<file path="config.mk">
export PLATFORM = sky130hd
export DESIGN_NAME = id_ex_stage_flat
export DESIGN_NICKNAME = d
export VERILOG_FILES = /design/src/rtl/mips_pkg.sv /design/src/rtl/id_ex_stage_if.sv /design/src/rtl/id_ex_stage_hazard_detect.sv /design/src/rtl/id_ex_stage.sv /design/src/flat_wrapper.sv
export SDC_FILE = /design/constraint.sdc
export NUM_CORES = 1
export LEC_CHECK = 0
export CORE_MARGIN = 3
export CORE_UTILIZATION = 30
export DETAILED_ROUTE_END_ITERATION = 8
export GPL_ROUTABILITY_DRIVEN = 0
export HOLD_SLACK_MARGIN = 0.12
export PLACE_DENSITY = 0.72
export SETUP_SLACK_MARGIN = 0.5
export SLEW_MARGIN = 25
export SYNTH_ARGS = -nofsm -noshare
export SYNTH_HDL_FRONTEND = slang
export SYNTH_SLANG_ARGS = --single-unit
export TNS_END_PERCENT = 100
</file>
<file path="constraint.sdc">
create_clock -name Clk -period 4.2 [get_ports Clk]
set_input_delay 0.84 -clock Clk [delete_from_list [all_inputs] [get_ports Clk]]
set_output_delay 0.84 -clock Clk [all_outputs]
set_load 0.05 [all_outputs]
</file>
<file path="src/rtl/mips_pkg.sv">
// Shared definitions for the MIPS pipeline: widths, control-bundle bit map,
// and the ID/EX pipeline register layout.
package mips_pkg;

  localparam int DATA_W = 32;
  localparam int REG_W  = 5;
  localparam int CTRL_W = 8;
  localparam int CNT_W  = 16;

  // Control bundle bit positions
  localparam int CTRL_REGWRITE = 0;
  localparam int CTRL_MEMREAD  = 1;
  localparam int CTRL_MEMWRITE = 2;
  localparam int CTRL_MEMTOREG = 3;
  localparam int CTRL_ALUSRC   = 4;
  localparam int CTRL_REGDST   = 5;
  localparam int CTRL_ALUOP_LO = 6;
  localparam int CTRL_ALUOP_HI = 7;

  localparam logic [REG_W-1:0] REG_ZERO = '0;

  // Contents of the EX slot
  typedef struct packed {
    logic              valid;
    logic [REG_W-1:0]  rs;
    logic [REG_W-1:0]  rt;
    logic [REG_W-1:0]  rd;
    logic [DATA_W-1:0] a;
    logic [DATA_W-1:0] b;
    logic [DATA_W-1:0] imm;
    logic [CTRL_W-1:0] ctrl;
  } ex_reg_t;

  // Saturating increment: holds at all-ones instead of wrapping
  function automatic logic [CNT_W-1:0] sat_inc(input logic [CNT_W-1:0] c);
    return (c == '1) ? c : c + CNT_W'(1);
  endfunction

endpackage

</file>
<file path="src/rtl/id_ex_stage_if.sv">
// Decode-side, write-back-side and EX-side signals of the ID/EX stage.
// Handshake: there is no valid/ready pair on the ID side; id_valid marks a
// real instruction, and the stage consumes the decode slot on every rising
// edge where stall is low. When stall is high the producer must hold its
// decode slot unchanged. ex_valid marks a real instruction in the EX slot;
// ex_hold from EX freezes the EX slot and raises stall.
interface id_ex_stage_if;
  import mips_pkg::*;

  logic              id_valid;
  logic [REG_W-1:0]  id_rs;
  logic [REG_W-1:0]  id_rt;
  logic [REG_W-1:0]  id_rd;
  logic              id_uses_rt;
  logic [DATA_W-1:0] ReadData1;
  logic [DATA_W-1:0] ReadData2;
  logic [DATA_W-1:0] id_imm;
  logic [CTRL_W-1:0] id_ctrl;
  logic              wb_RegWrite;
  logic [REG_W-1:0]  wb_rd;
  logic [DATA_W-1:0] wb_data;
  logic              flush;
  logic              ex_hold;
  logic              stall;
  logic              ex_valid;
  logic [REG_W-1:0]  ex_rs;
  logic [REG_W-1:0]  ex_rt;
  logic [REG_W-1:0]  ex_rd;
  logic [DATA_W-1:0] ex_a;
  logic [DATA_W-1:0] ex_b;
  logic [DATA_W-1:0] ex_imm;
  logic [CTRL_W-1:0] ex_ctrl;
  logic [CNT_W-1:0]  bubble_cnt;

  // Upstream side: decode, register file, write-back and EX control
  modport master (
    output id_valid, id_rs, id_rt, id_rd, id_uses_rt, ReadData1, ReadData2,
           id_imm, id_ctrl, wb_RegWrite, wb_rd, wb_data, flush, ex_hold,
    input  stall, ex_valid, ex_rs, ex_rt, ex_rd, ex_a, ex_b, ex_imm,
           ex_ctrl, bubble_cnt
  );

  // The ID/EX stage itself
  modport slave (
    input  id_valid, id_rs, id_rt, id_rd, id_uses_rt, ReadData1, ReadData2,
           id_imm, id_ctrl, wb_RegWrite, wb_rd, wb_data, flush, ex_hold,
    output stall, ex_valid, ex_rs, ex_rt, ex_rd, ex_a, ex_b, ex_imm,
           ex_ctrl, bubble_cnt
  );
endinterface

</file>
<file path="src/rtl/id_ex_stage_hazard_detect.sv">
// Load-use hazard detection: a load in EX whose destination (rt) is a source
// of the instruction in decode.
module hazard_detect
  import mips_pkg::*;
(
  input  logic             ex_valid,
  input  logic             ex_memread,
  input  logic [REG_W-1:0] ex_rt,
  input  logic             id_valid,
  input  logic [REG_W-1:0] id_rs,
  input  logic [REG_W-1:0] id_rt,
  input  logic             id_uses_rt,
  output logic             lu
);

  // Compare load destination against the decode-stage sources
  always_comb begin
    lu = ex_valid && ex_memread && (ex_rt != REG_ZERO) && id_valid &&
         ((ex_rt == id_rs) || (id_uses_rt && (ex_rt == id_rt)));
  end

endmodule

</file>
<file path="src/rtl/id_ex_stage.sv">
// ID/EX pipeline register with write-back bypass, load-use bubble insertion,
// flush/hold handling and a saturating bubble counter.
module id_ex_stage
  import mips_pkg::*;
(
  input  logic    Clk,
  input  logic    reset,
  id_ex_stage_if.slave bus
);

  ex_reg_t           ex_q, ex_d;
  logic [CNT_W-1:0]  cnt_q, cnt_d;
  logic [DATA_W-1:0] op_a, op_b;
  logic              lu;

  hazard_detect u_hazard (
    .ex_valid   (ex_q.valid),
    .ex_memread (ex_q.ctrl[CTRL_MEMREAD]),
    .ex_rt      (ex_q.rt),
    .id_valid   (bus.id_valid),
    .id_rs      (bus.id_rs),
    .id_rt      (bus.id_rt),
    .id_uses_rt (bus.id_uses_rt),
    .lu         (lu)
  );

  // Operand select: r0 reads zero, otherwise a same-cycle WB write wins
  always_comb begin
    op_a = bus.ReadData1;
    if (bus.id_rs == REG_ZERO)
      op_a = '0;
    else if (bus.wb_RegWrite && (bus.wb_rd == bus.id_rs))
      op_a = bus.wb_data;

    op_b = bus.ReadData2;
    if (bus.id_rt == REG_ZERO)
      op_b = '0;
    else if (bus.wb_RegWrite && (bus.wb_rd == bus.id_rt))
      op_b = bus.wb_data;
  end

  // Next EX slot contents: flush > hold > load-use bubble > normal load.
  // A bubble only clears valid/ctrl; the data fields are don't-care.
  always_comb begin
    ex_d  = ex_q;
    cnt_d = cnt_q;
    if (bus.flush) begin
      ex_d.valid = 1'b0;
      ex_d.ctrl  = '0;
      cnt_d      = sat_inc(cnt_q);
    end else if (bus.ex_hold) begin
      ex_d  = ex_q;
    end else if (lu) begin
      ex_d.valid = 1'b0;
      ex_d.ctrl  = '0;
      cnt_d      = sat_inc(cnt_q);
    end else begin
      ex_d.valid = bus.id_valid;
      ex_d.ctrl  = bus.id_valid ? bus.id_ctrl : '0;
      ex_d.rs    = bus.id_rs;
      ex_d.rt    = bus.id_rt;
      ex_d.rd    = bus.id_rd;
      ex_d.a     = op_a;
      ex_d.b     = op_b;
      ex_d.imm   = bus.id_imm;
    end
  end

  // Pipeline register and bubble counter
  always_ff @(posedge Clk or posedge reset) begin
    if (reset) begin
      ex_q  <= '0;
      cnt_q <= '0;
    end else begin
      ex_q  <= ex_d;
      cnt_q <= cnt_d;
    end
  end

  assign bus.stall      = bus.ex_hold || (lu && !bus.flush);
  assign bus.ex_valid   = ex_q.valid;
  assign bus.ex_rs      = ex_q.rs;
  assign bus.ex_rt      = ex_q.rt;
  assign bus.ex_rd      = ex_q.rd;
  assign bus.ex_a       = ex_q.a;
  assign bus.ex_b       = ex_q.b;
  assign bus.ex_imm     = ex_q.imm;
  assign bus.ex_ctrl    = ex_q.ctrl;
  assign bus.bubble_cnt = cnt_q;

endmodule

</file>
<file path="src/flat_wrapper.sv">
// flat-port wrapper written by rule: the top's interface ports become plain ports
module id_ex_stage_flat import mips_pkg::*;
  (Clk, reset, bus_id_valid, bus_id_rs, bus_id_rt, bus_id_rd, bus_id_uses_rt, bus_ReadData1, bus_ReadData2, bus_id_imm, bus_id_ctrl, bus_wb_RegWrite, bus_wb_rd, bus_wb_data, bus_flush, bus_ex_hold, bus_stall, bus_ex_valid, bus_ex_rs, bus_ex_rt, bus_ex_rd, bus_ex_a, bus_ex_b, bus_ex_imm, bus_ex_ctrl, bus_bubble_cnt);
  id_ex_stage_if bus_i ();
  input  logic Clk;
  input  logic reset;
  input wire logic [$bits(bus_i.id_valid)-1:0] bus_id_valid;
  input wire logic [$bits(bus_i.id_rs)-1:0] bus_id_rs;
  input wire logic [$bits(bus_i.id_rt)-1:0] bus_id_rt;
  input wire logic [$bits(bus_i.id_rd)-1:0] bus_id_rd;
  input wire logic [$bits(bus_i.id_uses_rt)-1:0] bus_id_uses_rt;
  input wire logic [$bits(bus_i.ReadData1)-1:0] bus_ReadData1;
  input wire logic [$bits(bus_i.ReadData2)-1:0] bus_ReadData2;
  input wire logic [$bits(bus_i.id_imm)-1:0] bus_id_imm;
  input wire logic [$bits(bus_i.id_ctrl)-1:0] bus_id_ctrl;
  input wire logic [$bits(bus_i.wb_RegWrite)-1:0] bus_wb_RegWrite;
  input wire logic [$bits(bus_i.wb_rd)-1:0] bus_wb_rd;
  input wire logic [$bits(bus_i.wb_data)-1:0] bus_wb_data;
  input wire logic [$bits(bus_i.flush)-1:0] bus_flush;
  input wire logic [$bits(bus_i.ex_hold)-1:0] bus_ex_hold;
  output wire logic [$bits(bus_i.stall)-1:0] bus_stall;
  output wire logic [$bits(bus_i.ex_valid)-1:0] bus_ex_valid;
  output wire logic [$bits(bus_i.ex_rs)-1:0] bus_ex_rs;
  output wire logic [$bits(bus_i.ex_rt)-1:0] bus_ex_rt;
  output wire logic [$bits(bus_i.ex_rd)-1:0] bus_ex_rd;
  output wire logic [$bits(bus_i.ex_a)-1:0] bus_ex_a;
  output wire logic [$bits(bus_i.ex_b)-1:0] bus_ex_b;
  output wire logic [$bits(bus_i.ex_imm)-1:0] bus_ex_imm;
  output wire logic [$bits(bus_i.ex_ctrl)-1:0] bus_ex_ctrl;
  output wire logic [$bits(bus_i.bubble_cnt)-1:0] bus_bubble_cnt;
  assign bus_i.id_valid = bus_id_valid;
  assign bus_i.id_rs = bus_id_rs;
  assign bus_i.id_rt = bus_id_rt;
  assign bus_i.id_rd = bus_id_rd;
  assign bus_i.id_uses_rt = bus_id_uses_rt;
  assign bus_i.ReadData1 = bus_ReadData1;
  assign bus_i.ReadData2 = bus_ReadData2;
  assign bus_i.id_imm = bus_id_imm;
  assign bus_i.id_ctrl = bus_id_ctrl;
  assign bus_i.wb_RegWrite = bus_wb_RegWrite;
  assign bus_i.wb_rd = bus_wb_rd;
  assign bus_i.wb_data = bus_wb_data;
  assign bus_i.flush = bus_flush;
  assign bus_i.ex_hold = bus_ex_hold;
  assign bus_stall = bus_i.stall;
  assign bus_ex_valid = bus_i.ex_valid;
  assign bus_ex_rs = bus_i.ex_rs;
  assign bus_ex_rt = bus_i.ex_rt;
  assign bus_ex_rd = bus_i.ex_rd;
  assign bus_ex_a = bus_i.ex_a;
  assign bus_ex_b = bus_i.ex_b;
  assign bus_ex_imm = bus_i.ex_imm;
  assign bus_ex_ctrl = bus_i.ex_ctrl;
  assign bus_bubble_cnt = bus_i.bubble_cnt;
  id_ex_stage u_core (.Clk(Clk), .reset(reset), .bus(bus_i));
endmodule
</file>
==> flow_summary.ini, run 1 <==
[route]
drtPass1Iterations = 4
viasPerCell = 4.79
drcViolationCount = 0
drtAntennaViolNets = 0
wl_per_cell_um = 17.6
via_count = 5238
routed_wl_um = 19300
drt_iter0_markers = 157

[sta]
relSlewSlack = 0.498
finalHoldViolCount = 0
fin_tns_setup_ps = 0
fin_crit_ps = 3440
fmax_ghz = 0.291
clock-skew-final_ps = 10.5
finalSetupViolations = 0
slew_viol_final = 0
worst_pin_slew_ps = 753
rsz0062_at_grt = false
period_share = 0.820

[cts]
path_clk_slew_ps = 60
clkLatencyLatePin_ps = 410
cts_buffers = 17
cts_hold_buf = 0
cts.sinks = 136
cts_max_level = 4
cts_buffer_depth = 2
cts_setup_buffers = 0
cts_tree = done
cts_resized = 0
cts_root_buffer = clkbuf_16

[synthesis]
synth_compound_area_frac = 0.108
ys_warn_count = 0
ys_seq_elements = 136
syn_area_per_cell_um2 = 12.1
synth.area.mux_share = 0.187
synthCells = 523
syn-num-nets = 687
synthSimpleGateAreaFrac = 0.0808
synth_area_um2 = 6310
yosys.cell_types.count = 38
synthXorXnorAreaFrac = 0.0472
synthAdderAreaFrac = 0.00198
synth_top_family_by_area = multiplexers
yosysSeqAreaShare = 0.539

[setup_path]
crit_path_end_kind = primary output
rr_endpoint = u_core.bus.ex_rd[4]
cp_num_buf_inv = 2
crit_slowest_cell = clkdlybuf4s50_1
slowest_delay_ps = 550
rrSetupSlack_ps = 1940
critPathCapture = bus_stall
arrival_ps = 2600
r2r_start = u_core.bus.ex_rt[4]
rr_worst_depth = 6
path_delay_family = buffers and inverters
cp-start-kind = primary input
crit_required_ps = 3360
path_cells = clkdlybuf4s50_1, xnor2_1, nand4_1, o22a_2, o31ai_1, buf_4
critPathLaunch = bus_id_rt[4]
path_depth = 6
critical_path_class = in2out
worstPathMaxFanout = 4

[cells_and_area]
area_growth_pct = 61.5
instances_no_fill = 1094
num_antenna_cells = 0
fin_nets = 975
fillCellCount = 1859
drive_gt1_frac = 0.110

[die]
ios = 300
rows = 52
floorplan.initialDensity = 0.309
coreArea_um2 = 20400
die_area_um2 = 22800
die_w_um = 151
fp.dieH_um = 151

[global_routing]
grt_pass1_vias = 5323
grt_usage = 0.164
grt_pass1_wl_um = 29200
antenna_found_initial = 1
grt_max_degree = 134
gr-total-overflow = 0

[power]
power_density_nw_per_um2 = 481
power.leakage_nw = 4.04
power.total_mw = 4.90
ir_drop_uv = 316

[placement]
portBuffers = 299
hpwl_um = 14000
dp.cells = 1062

[hold_path]
hold_path.class = reg2reg

[outcome]
outcome = finished, final reports clean

[job]
drv_cap = 0
## cell usage after synthesis (all sizes together)
cell type,n,area (µm²)
or4,2,15.0
a211o,1,8.76
dfrtp,136,3400
buf,26,166
o211ai,1,7.51
nand3,10,50.1
xor2,14,123
and2,1,6.26
and3,3,18.8
xnor2,20,175
nand4,5,31.3
o31ai,67,522
and4,3,26.3
o21ai,2,13.8
mux2,48,541
nor3b,2,15.0
clkbuf,11,52.6
nor3,6,35.0
a31oi,2,12.5
nor4,2,12.5
a32o,8,80.1
a21oi,2,10.0
nand2,70,263
a22o,1,8.76
inv,3,11.3
nor2,10,37.5
ha,1,12.5
o22a,1,10.0
o22ai,1,6.26
mux2i,64,641
## worst min path at each step
stage | from | end | slack [ps] | depth (start not counted)
finish | u_core.bus.ex_b[0] | u_core.bus.ex_b[0] | 470 | 2
CTS | u_core.bus.ex_b[1] | u_core.bus.ex_b[1] | 480 | 2
global route | u_core.bus.ex_a[29] | u_core.bus.ex_a[29] | 500 | 2
floorplan | u_core.bus.ex_ctrl[1] | u_core.bus.ex_ctrl[1] | 500 | 1
detailed placement | u_core.bus.ex_b[1] | u_core.bus.ex_b[1] | 470 | 2
global placement | u_core.bus.ex_a[12] | u_core.bus.ex_a[12] | 460 | 2
## stage by stage
| stage | hold slack, ps | instance area [µm²] | utilization | setup slack, ps |
|---|---|---|---|---|
| 6_report | 475 | 10200 | 0.499 | 758 |
| 5_1_grt | 499 | 10200 | 0.499 | 665 |
| 4_1_cts | 479 | 10200 | 0.499 | 745 |
| 3_5_place_dp | 466 | 9530 | 0.467 | 762 |
| 3_3_place_gp | 458 | 9530 | 0.467 | 741 |
| 2_1_floorplan | 503 | 6320 | - | 778 |
## worst min-delay path, stage by stage (launching register included)
cell and delay, ps:
dfrtp_1 340, nand2_1 50, o31ai_1 50
## where the power goes
part	total (mW)	internal [mW]	switching [mW]
sequential	1.63	1.50	0.135
combinational	1.60	0.612	0.986
clock	1.67	1.11	0.569
total	4.90	3.21	1.69
## metal layers
layer,GRT usage,vias up,routed length (µm)
met5,0,-,13
met4,0.0435,2,192
met3,0.0685,16,2110
met2,0.266,226,8990
met1,0.203,2518,7990
li1,-,2476,-
## placed cells by master (no fill, tap or decap), types with 10 or more instances in the layout
cell               n
xnor2_1           20
nand3_1           10
clkbuf_16         17
clkdlybuf4s50_1  298
xor2_1            14
dfrtp_1          136
mux2i_1           64
o31ai_1           65
nand2_1           70
mux2_2            43
## cell type report
type	count	area (µm²)	area share
clock buffer	22	474	0.0465
clock inverter	10	190	0.0187
inverter	3	15.0	0.00147
multi-input combinational	347	2700	0.264
sequential	136	3400	0.334
tap	270	338	0.0331
timing repair buffer	306	3080	0.302
## sequential cells by signal, indices dropped and copies added (netlist names)
| name | cells |
|---|---|
| u_core.bus.ex_rd | 5 |
| u_core.bus.bubble_cnt | 16 |
| u_core.bus.ex_valid | 1 |
| u_core.bus.ex_rs | 5 |
| u_core.bus.ex_a | 32 |
| u_core.bus.ex_imm | 32 |
| u_core.bus.ex_ctrl | 8 |
| u_core.bus.ex_b | 32 |
| u_core.bus.ex_rt | 5 |
## cell families after synthesis
family,Yosys count
multiplexers,112
flip-flops,136
XOR/XNOR,34
AND/OR/NAND/NOR,114
AO/OA/AOI/OAI,86
adder cells (fa/ha/maj),1
buffers and inverters,40
Note: power is estimated with default switching activity, not from simulation.
==> inputs of run 2 (changes only) <==
Settings changed: PLACE_DENSITY 0.72 to 0.7.
Clock period 4.2 ns to 3.5 ns, I/O delays scaled along.
==> flow_summary.ini, run 2 (synthesis gave the netlist of run 1 again) <==
[outcome]
outcome = finished, final reports clean

[placement]
place_ws_ps = 411
dpl_cell_area_um2 = 9600
portBuffers = 299
dp.cells = 1064
hpwl_um = 13900

[setup_path]
crit_required_ps = 2800
rrSetupSlack_ps = 1120
critical_path_class = in2out
rr_worst_depth = 8
crit_path_end_kind = primary output
critPathLaunch = bus_id_rs[2]
worstPathMaxFanout = 4
critPathCapture = bus_stall
cp-start-kind = primary input
rr_endpoint = u_core.bus.ex_b[29]
r2r_start = u_core.bus.ex_rt[0]
arrival_ps = 2240

[sta]
clock-skew-final_ps = 7.10
fin_crit_ps = 2940
finalHoldWorstSlack_ps = 471
fin_tns_setup_ps = 0
relSlewSlack = 0.482
finalSetupViolations = 0
period_share = 0.841
rsz0062_at_grt = false
worst_pin_slew_ps = 777
setup_slack_ps = 557
slew_viol_final = 0
fmax_ghz = 0.340
finalHoldViolCount = 0

[route]
routed_wl_um = 19500
via_count = 5202
wl_met1_um = 8250
drtAntennaViolNets = 0
drt_iter0_markers = 138
routed-wl-met3_um = 1870
dr_wl_met2_um = 9100
maxUsedRoutingLayer = met4
drtPass1Iterations = 4
drcViolationCount = 0
viasPerCell = 4.74
wl_per_cell_um = 17.7

[die]
ios = 300
die_area_um2 = 22800
rows = 52
fp.dieH_um = 151
coreArea_um2 = 20400
floorplan.initialDensity = 0.309
die_w_um = 151

[cells_and_area]
layout_common_cells = 289 x clkdlybuf4s50_1, 136 x dfrtp_1, 70 x nand2_1
fin_nets = 980
drive_gt1_frac = 0.116
num_antenna_cells = 0
instances_no_fill = 1098
area_growth_pct = 63.0
final_util = 0.504
layout_commonest_cell = clkdlybuf4s50_1
fillCellCount = 1846
design_area_um2 = 10300

[global_routing]
antenna_found_initial = 0
gr-total-overflow = 0
grt_max_degree = 137
grt_pass1_vias = 5282
grt_pass1_wl_um = 29400
grt_usage = 0.166

[cts]
clkLatencyLatePin_ps = 410
cts_buffer_depth = 2
cts_buffers = 17
cts_root_buffer = clkbuf_16
cts_max_level = 4
cts.sinks = 136
cts_tree = done
path_clk_slew_ps = 60

[power]
power.leakage_nw = 4.13
power.total_mw = 5.84
ir_drop_uv = 382
power_density_nw_per_um2 = 568

[hold_path]
hold_path.class = reg2reg

[job]
drv_cap = 0
## run 2: changes by cell type in the layout (fill, tap and decap cells not counted), sizes merged
| cell | before | now |
|---|---|---|
| clkinv | 1 | 5 |
| clkdlybuf4s50 | 298 | 289 |
| clkinvlp | 4 | 3 |
| clkbuf | 22 | 19 |
| buf | 8 | 13 |
| dlygate4sd2 | 0 | 2 |
| dlymetal6s2s | 0 | 7 |
| inv | 3 | 2 |
## run 2: critical path, cell delays in order
cell	delay, ps
clkdlybuf4s50_1	560
xnor2_1	140
nand2_1	100
o22a_4	290
o31ai_4	270
buf_12	180
## run 2: worst min path at each step
stage                          startpoint               endpoint  slack [ps]  cells past startpoint
detailed placement    u_core.bus.ex_a[18]    u_core.bus.ex_a[18]         470                      2
finish                u_core.bus.ex_b[26]    u_core.bus.ex_b[26]         470                      2
floorplan           u_core.bus.ex_ctrl[1]  u_core.bus.ex_ctrl[1]         500                      1
CTS                   u_core.bus.ex_b[15]    u_core.bus.ex_b[15]         480                      2
global route           u_core.bus.ex_b[6]     u_core.bus.ex_b[6]         490                      2
global placement      u_core.bus.ex_b[18]    u_core.bus.ex_b[18]         460                      2
## run 2: layout make-up
class	instances	area, µm²	share of cell area
multi-input combinational	347	2720	0.264
tap	270	338	0.0328
sequential	136	3400	0.331
inverter	3	15.0	0.00146
clock inverter	12	201	0.0196
clock buffer	19	433	0.0421
timing repair buffer	311	3180	0.309
## run 2: routing by layer
metal,vias up,track usage
met5,-,0
met3,16,0.0625
met4,0,0.0471
met1,2494,0.208
li1,2488,-
met2,204,0.268
## run 2: power breakdown
part | internal, mW | switching [mW]
combinational | 0.743 | 1.18
sequential | 1.80 | 0.169
clock | 1.26 | 0.686
total | 3.80 | 2.04
## run 2: repair_timing
item	in CTS	in global routing
pin swaps	2	2
endpoints found under the setup margin	1	1
buffers inserted	0	3
resized for setup	4	7
cloned	0	0
hold buffers	0	0
==> inputs of run 3 (changes only) <==
Settings changed: PLACE_DENSITY 0.7 to 0.72.
Clock period 3.5 ns to 2.7 ns, I/O delays scaled along.
==> flow_summary.ini, run 3 (synthesis gave the netlist of run 1 again) <==
[route]
drt_iter0_markers = 163
drtPass1Iterations = 4
drcViolationCount = 0
routed_wl_um = 20400
wl_per_cell_um = 18.0
via_count = 5384
wl_met1_um = 8470
dr_wl_met2_um = 9890
viasPerCell = 4.74
routed-wl-met3_um = 1870
drtAntennaViolNets = 0
maxUsedRoutingLayer = met4

[cells_and_area]
fin_nets = 1018
seq_area_um2 = 3410
fillCellCount = 1844
num_antenna_cells = 0
layout_common_cells = 261 x clkdlybuf4s50_1, 131 x dfrtp_1, 70 x nand2_1
layout_commonest_cell = clkdlybuf4s50_1
multiInputGateArea_um2 = 2780
area_growth_pct = 69.7
design_area_um2 = 10700
drive_gt1_frac = 0.171
final_util = 0.525
instances_no_fill = 1137

[cts]
cts_buffer_depth = 2
cts_root_buffer = clkbuf_16
cts_hold_buf = 0
cts_buffers = 17
cts_max_level = 4
path_clk_slew_ps = 60
cts_tree = done
clkLatencyLatePin_ps = 420
cts.sinks = 136

[sta]
finalSetupViolations = 0
slew_viol_final = 0
fin_tns_setup_ps = 0
clock-skew-final_ps = 11.8
worst_pin_slew_ps = 550
finalHoldViolCount = 0
relSlewSlack = 0.632
period_share = 0.888
fin_crit_ps = 2400
fmax_ghz = 0.417
rsz0062_at_grt = true

[die]
rows = 52
die_area_um2 = 22800
floorplan.initialDensity = 0.309
fp.dieH_um = 151
ios = 300
die_w_um = 151
coreArea_um2 = 20400

[setup_path]
path_cells = xnor2_1, nand4_1, o22a_2, o31ai_4, buf_12
critical_path_class = reg2out
crit_required_ps = 2160
crit_slowest_cell = dfrtp_2
rrSetupSlack_ps = 360
crit_path_end_kind = primary output
cp-start-kind = register
rr_endpoint = u_core.bus.ex_imm[21]
slowest_delay_ps = 440
arrival_ps = 1860
critPathLaunch = u_core.bus.ex_rt[3]
worstPathMaxFanout = 4
rr_worst_depth = 9
r2r_start = u_core.bus.ex_rt[3]

[global_routing]
grt_max_degree = 65
antenna_found_initial = 0
gr-total-overflow = 0
grt_pass1_wl_um = 29400
grt_pass1_vias = 5461
grt_usage = 0.165

[outcome]
outcome = finished, final reports clean

[placement]
portBuffers = 299
dp.cells = 1084
dpl_cell_area_um2 = 9820
hpwl_um = 14300

[hold_path]
whs_path_depth = 2
hold_end = u_core.bus.ex_a[31]
hp-start = u_core.bus.ex_a[31]
hold_path.class = reg2reg

[job]
drv_cap = 0

[power]
power.leakage_nw = 4.48
ir_drop_uv = 574
power_density_nw_per_um2 = 692
==> run 3: cell count changes in the layout (fill, tap and decap cells not counted), moves of 3 or more <==
cell	delta
buf_6	+4
buf_4	+24
xnor2_2	+5
dfrtp_1	-5
bufinv_16	-3
clkbuf_16	+4
mux2_2	-4
xnor2_1	-5
buf_12	+3
dlygate4sd2_1	+30
clkdlybuf4s50_1	-28
mux2_4	+6
dfrtp_2	+5
==> run 3: area by class of cell <==
type                    count  area share
repair buffers            349       0.336
flip-flops and latches    136       0.318
multi-input cells         347       0.259
clock buffers              21      0.0430
well taps                 270      0.0315
clock inverters            11      0.0114
inverters                   3     0.00140
==> run 3: critical path: cells and delay by family (launching register included) <==
| family | cells | cell delay, ps |
|---|---|---|
| AO/OA/AOI/OAI | 2 | 470 |
| flip-flops | 1 | 440 |
| XOR/XNOR | 1 | 200 |
| buffers and inverters | 1 | 180 |
| AND/OR/NAND/NOR | 1 | 150 |
==> run 3: how the worst max path moves through the flow <==
stage | endpoint | slack [ps] | cells past startpoint
2_1_floorplan | bus_stall | 370 | 4
3_3_place_gp | u_core.bus.bubble_cnt[5] | 50 | 8
3_5_place_dp | u_core.bus.bubble_cnt[11] | 20 | 8
4_1_cts | bus_stall | 290 | 5
5_1_grt | bus_stall | 200 | 5
6_report | bus_stall | 300 | 5
==> run 3: layer usage <==
layer / vias up / global-route usage
met1: 2601 / 0.198
met5: - / 0
met4: 0 / 0.0399
met2: 198 / 0.279
li1: 2570 / -
met3: 15 / 0.0649
==> run 3: per-stage QoR <==
stage	power (mW)	setup slack (ps)	hold slack, ps
after CTS	7.44	294	476
after global placement	5.08	48.3	458
after global routing	7.74	203	494
final	7.41	303	474
after floorplan	4.06	370	503
after detailed placement	5.11	17.7	465
==> run 3: repair_timing <==
item,in CTS,in global routing
pin swaps,5,3
endpoints found under the hold margin,0,0
cloned,0,6
setup endpoints to repair,95,102
resized for setup,33,27
buffers inserted,3,12
==> run 3: power breakdown <==
| part | internal, mW | switching (mW) |
|---|---|---|
| Sequential | 2.33 | 0.215 |
| Combinational | 0.990 | 1.56 |
| Clock | 1.41 | 0.913 |
| Total | 4.73 | 2.68 |
==> patch: new RTL, flow settings as in run 2 <==
The package constant `REG_W` goes from 5 to 7.
--- a/src/rtl/mips_pkg.sv
+++ b/src/rtl/mips_pkg.sv
@@ -3,7 +3,7 @@
 package mips_pkg;
 
   localparam int DATA_W = 32;
-  localparam int REG_W  = 5;
+  localparam int REG_W  = 7;
   localparam int CTRL_W = 8;
   localparam int CNT_W  = 16;
 
Interface: changed (7 resized); port bits go from 300 to 314. No check against the original RTL was run, so the function may have changed too.
==> patch against run 2 <==
Power rose by 4.3%. Utilization barely moved. Synthesized area rose by 8.1%. Maximum frequency rose by 1.8%. Sequential cell count rose by 6. Largest cell class unchanged. Sequential share of layout area fell by 1.1 points. Synthesized cell count rose by 3.6%. Critical endpoint unchanged. Routed wire length rose by 11%. Sequential power rose by 7%. Setup slack improved by 0.052 ns. Worst hold slack improved by 0.012 ns. Final area rose by 8.2%.
==> patch: results (changes against run 2) <==
stage;metric;value;unit;change
critical_path;RR Endpoint;u_core.bus.ex_b[5];;
clock_tree;total CTS buffers;17;;unchanged
critical_path;CP endpoint;bus_stall;;
yosys;syn_nets;714;;+3.9%
global_routing;met1 Resource Use GR;0.2149;;+0.007300
status;status;completed;;
power;LEAKAGE;4.380;nW;+6.0%
detailed_routing;WL met3;2.276;mm;+21%
yosys;synth top area cells;dfrtp_1 (52%), mux2_2 (13%), mux2i_1 (9.4%);;
layout;fin nets;1048;;+6.9%
detailed_routing;Vias/cell;4.730;;-0.16%
placement;Final HPWL DP;16.26;mm;+17%
critical_path;CP max-delay cell;clkdlybuf4s50_1;;
clock_tree;# H-tree levels;4;;unchanged
power;Max VDD drop;324.5;uV;-15%
clock_tree;Clk Latency, worst-skew pair;0.42;ns;
critical_path;critical path arrival;2.19;ns;-0.05 ns
sta;final worst slack;0.6085;ns;+0.05193 ns
critical_path;worst reg2reg path depth;8;;unchanged
layout;fraction of layout cells with a size suffix above 1;0.1710;;+0.05504
global_routing;met3 usage;0.07273;;+0.01019
global_routing;largest net degree at the start of global routing;83;;-39%
placement;IO buf count;313;;+4.7%
placement;DP Worst Slack;-0.01282;ns;-0.4240 ns
yosys;post-synthesis average cell area;12.60;um2;+4.3%
yosys;Post-synth top cells;dfrtp_1 (142), mux2_2 (79), nor2_1 (72), mux2i_1 (64), mux2_1 (39);;
yosys;Top FF cell, synth;dfrtp_1;;
yosys;share of flip-flops with an asynchronous set or reset;1.000;;unchanged
critical_path;CP Max Fanout;3;;-1
clock_tree;Root Buffer;clkbuf_16;;
detailed_routing;DRT met1 WL;8.965;mm;+8.7%
clock_tree;Post-CTS Setup Bufs;2;;+2
placement;placed insts;1132;;+6.4%
yosys;Yosys cell types;37;;-2.6%
placement;Placed Area;10490;um2;+9.3%
critical_path;largest stage delay on the critical path;0.50;ns;-0.06 ns
sta;final slew viol count;0;;unchanged
global_routing;M2 GR Usage;0.2770;;+0.008619
clock_tree;cts repair resizes;3;;-1
detailed_routing;DR WL/cell;18.43;um;+3.9%
sta;Slew Limit Headroom;0.4531;;-0.02884
worst_hold_path;Worst Hold Class;flop to flop;;
detailed_routing;vias;5534;;+6.4%
yosys;register area share after synthesis;0.5204;;-0.01850
global_routing;global-route wire length before repair;32.61;mm;+11%
yosys;YS warnings;0;;unchanged
global_routing;vias in the first global route;5796;;+9.7%
global_routing;Total Routing Usage GR;0.1720;;+0.006261
global_routing;antenna violations before repair;4;;+4
detailed_routing;Pre-antenna DRT Iters;4;;unchanged
detailed_routing;DR WL met2;10.04;mm;+10%
clock_tree;CTS clk-pin slew, worst paths;0.06;ns;about the same
detailed_routing;top layer in use;met5;;
detailed_routing;initial detailed-routing violation count;214;;+55%
sta;final clock skew;0.007813;ns;+0.0007135 ns
critical_path;reg2reg setup slack;1.10;ns;-0.02 ns
critical_path;crit path from;bus_id_rt[1];;
critical_path;Reg-to-Reg Start;u_core.bus.ex_rt[4];;
-- patch: cell types whose count changed after synthesis, sizes merged, moves of 6 or more --
cell   delta
nand2    -63
xnor2    +12
dfrtp     +6
nand3     -7
nor2     +62
nand4     +6
o31ai    -67
mux2     +70
-- patch: layout make-up --
class / count / area (um2)
clock inverter: 11 / 132.6
fill: 2000 / 10960
sequential: 142 / 3553
inverter: 3 / 15.01
multi-input combinational: 367 / 3162
clock buffer: 21 / 450.4
tap: 280 / 350.3
timing repair buffer: 345 / 3466
antenna: 1 / 2.502
-- patch: how the worst min path moves through the flow --
stage                                     start               endpoint  slack (ns)  depth (start not counted)
after floorplan           u_core.bus.ex_ctrl[1]  u_core.bus.ex_ctrl[1]        0.49                          1
after global routing         u_core.bus.ex_a[3]     u_core.bus.ex_a[3]        0.50                          1
after detailed placement     u_core.bus.ex_a[3]     u_core.bus.ex_a[3]        0.47                          1
final                       u_core.bus.ex_rd[3]    u_core.bus.ex_rd[3]        0.48                          1
after global placement       u_core.bus.ex_a[4]     u_core.bus.ex_a[4]        0.47                          1
after CTS                    u_core.bus.ex_a[3]     u_core.bus.ex_a[3]        0.49                          1
-- patch: power breakdown --
part / leakage (nW) / total [mW] / internal [mW] / switching [mW]
Clock: 0.267 / 1.82 / 1.08 / 0.738
Sequential: 1.70 / 2.09 / 1.90 / 0.188
Combinational: 2.42 / 2.19 / 0.859 / 1.33
-- patch: kinds of logic (layout without fill, tap and decap cells) --
group,count (synthesis),in the layout,synth area share
buf+inv,33,380,0.02419
simple gates,112,112,0.07733
other cells,0,1,0
flops,142,142,0.5204
fa+ha+maj,1,1,0.001832
compound gates,29,29,0.03262
xor+xnor,43,43,0.05516
mux,182,182,0.2884
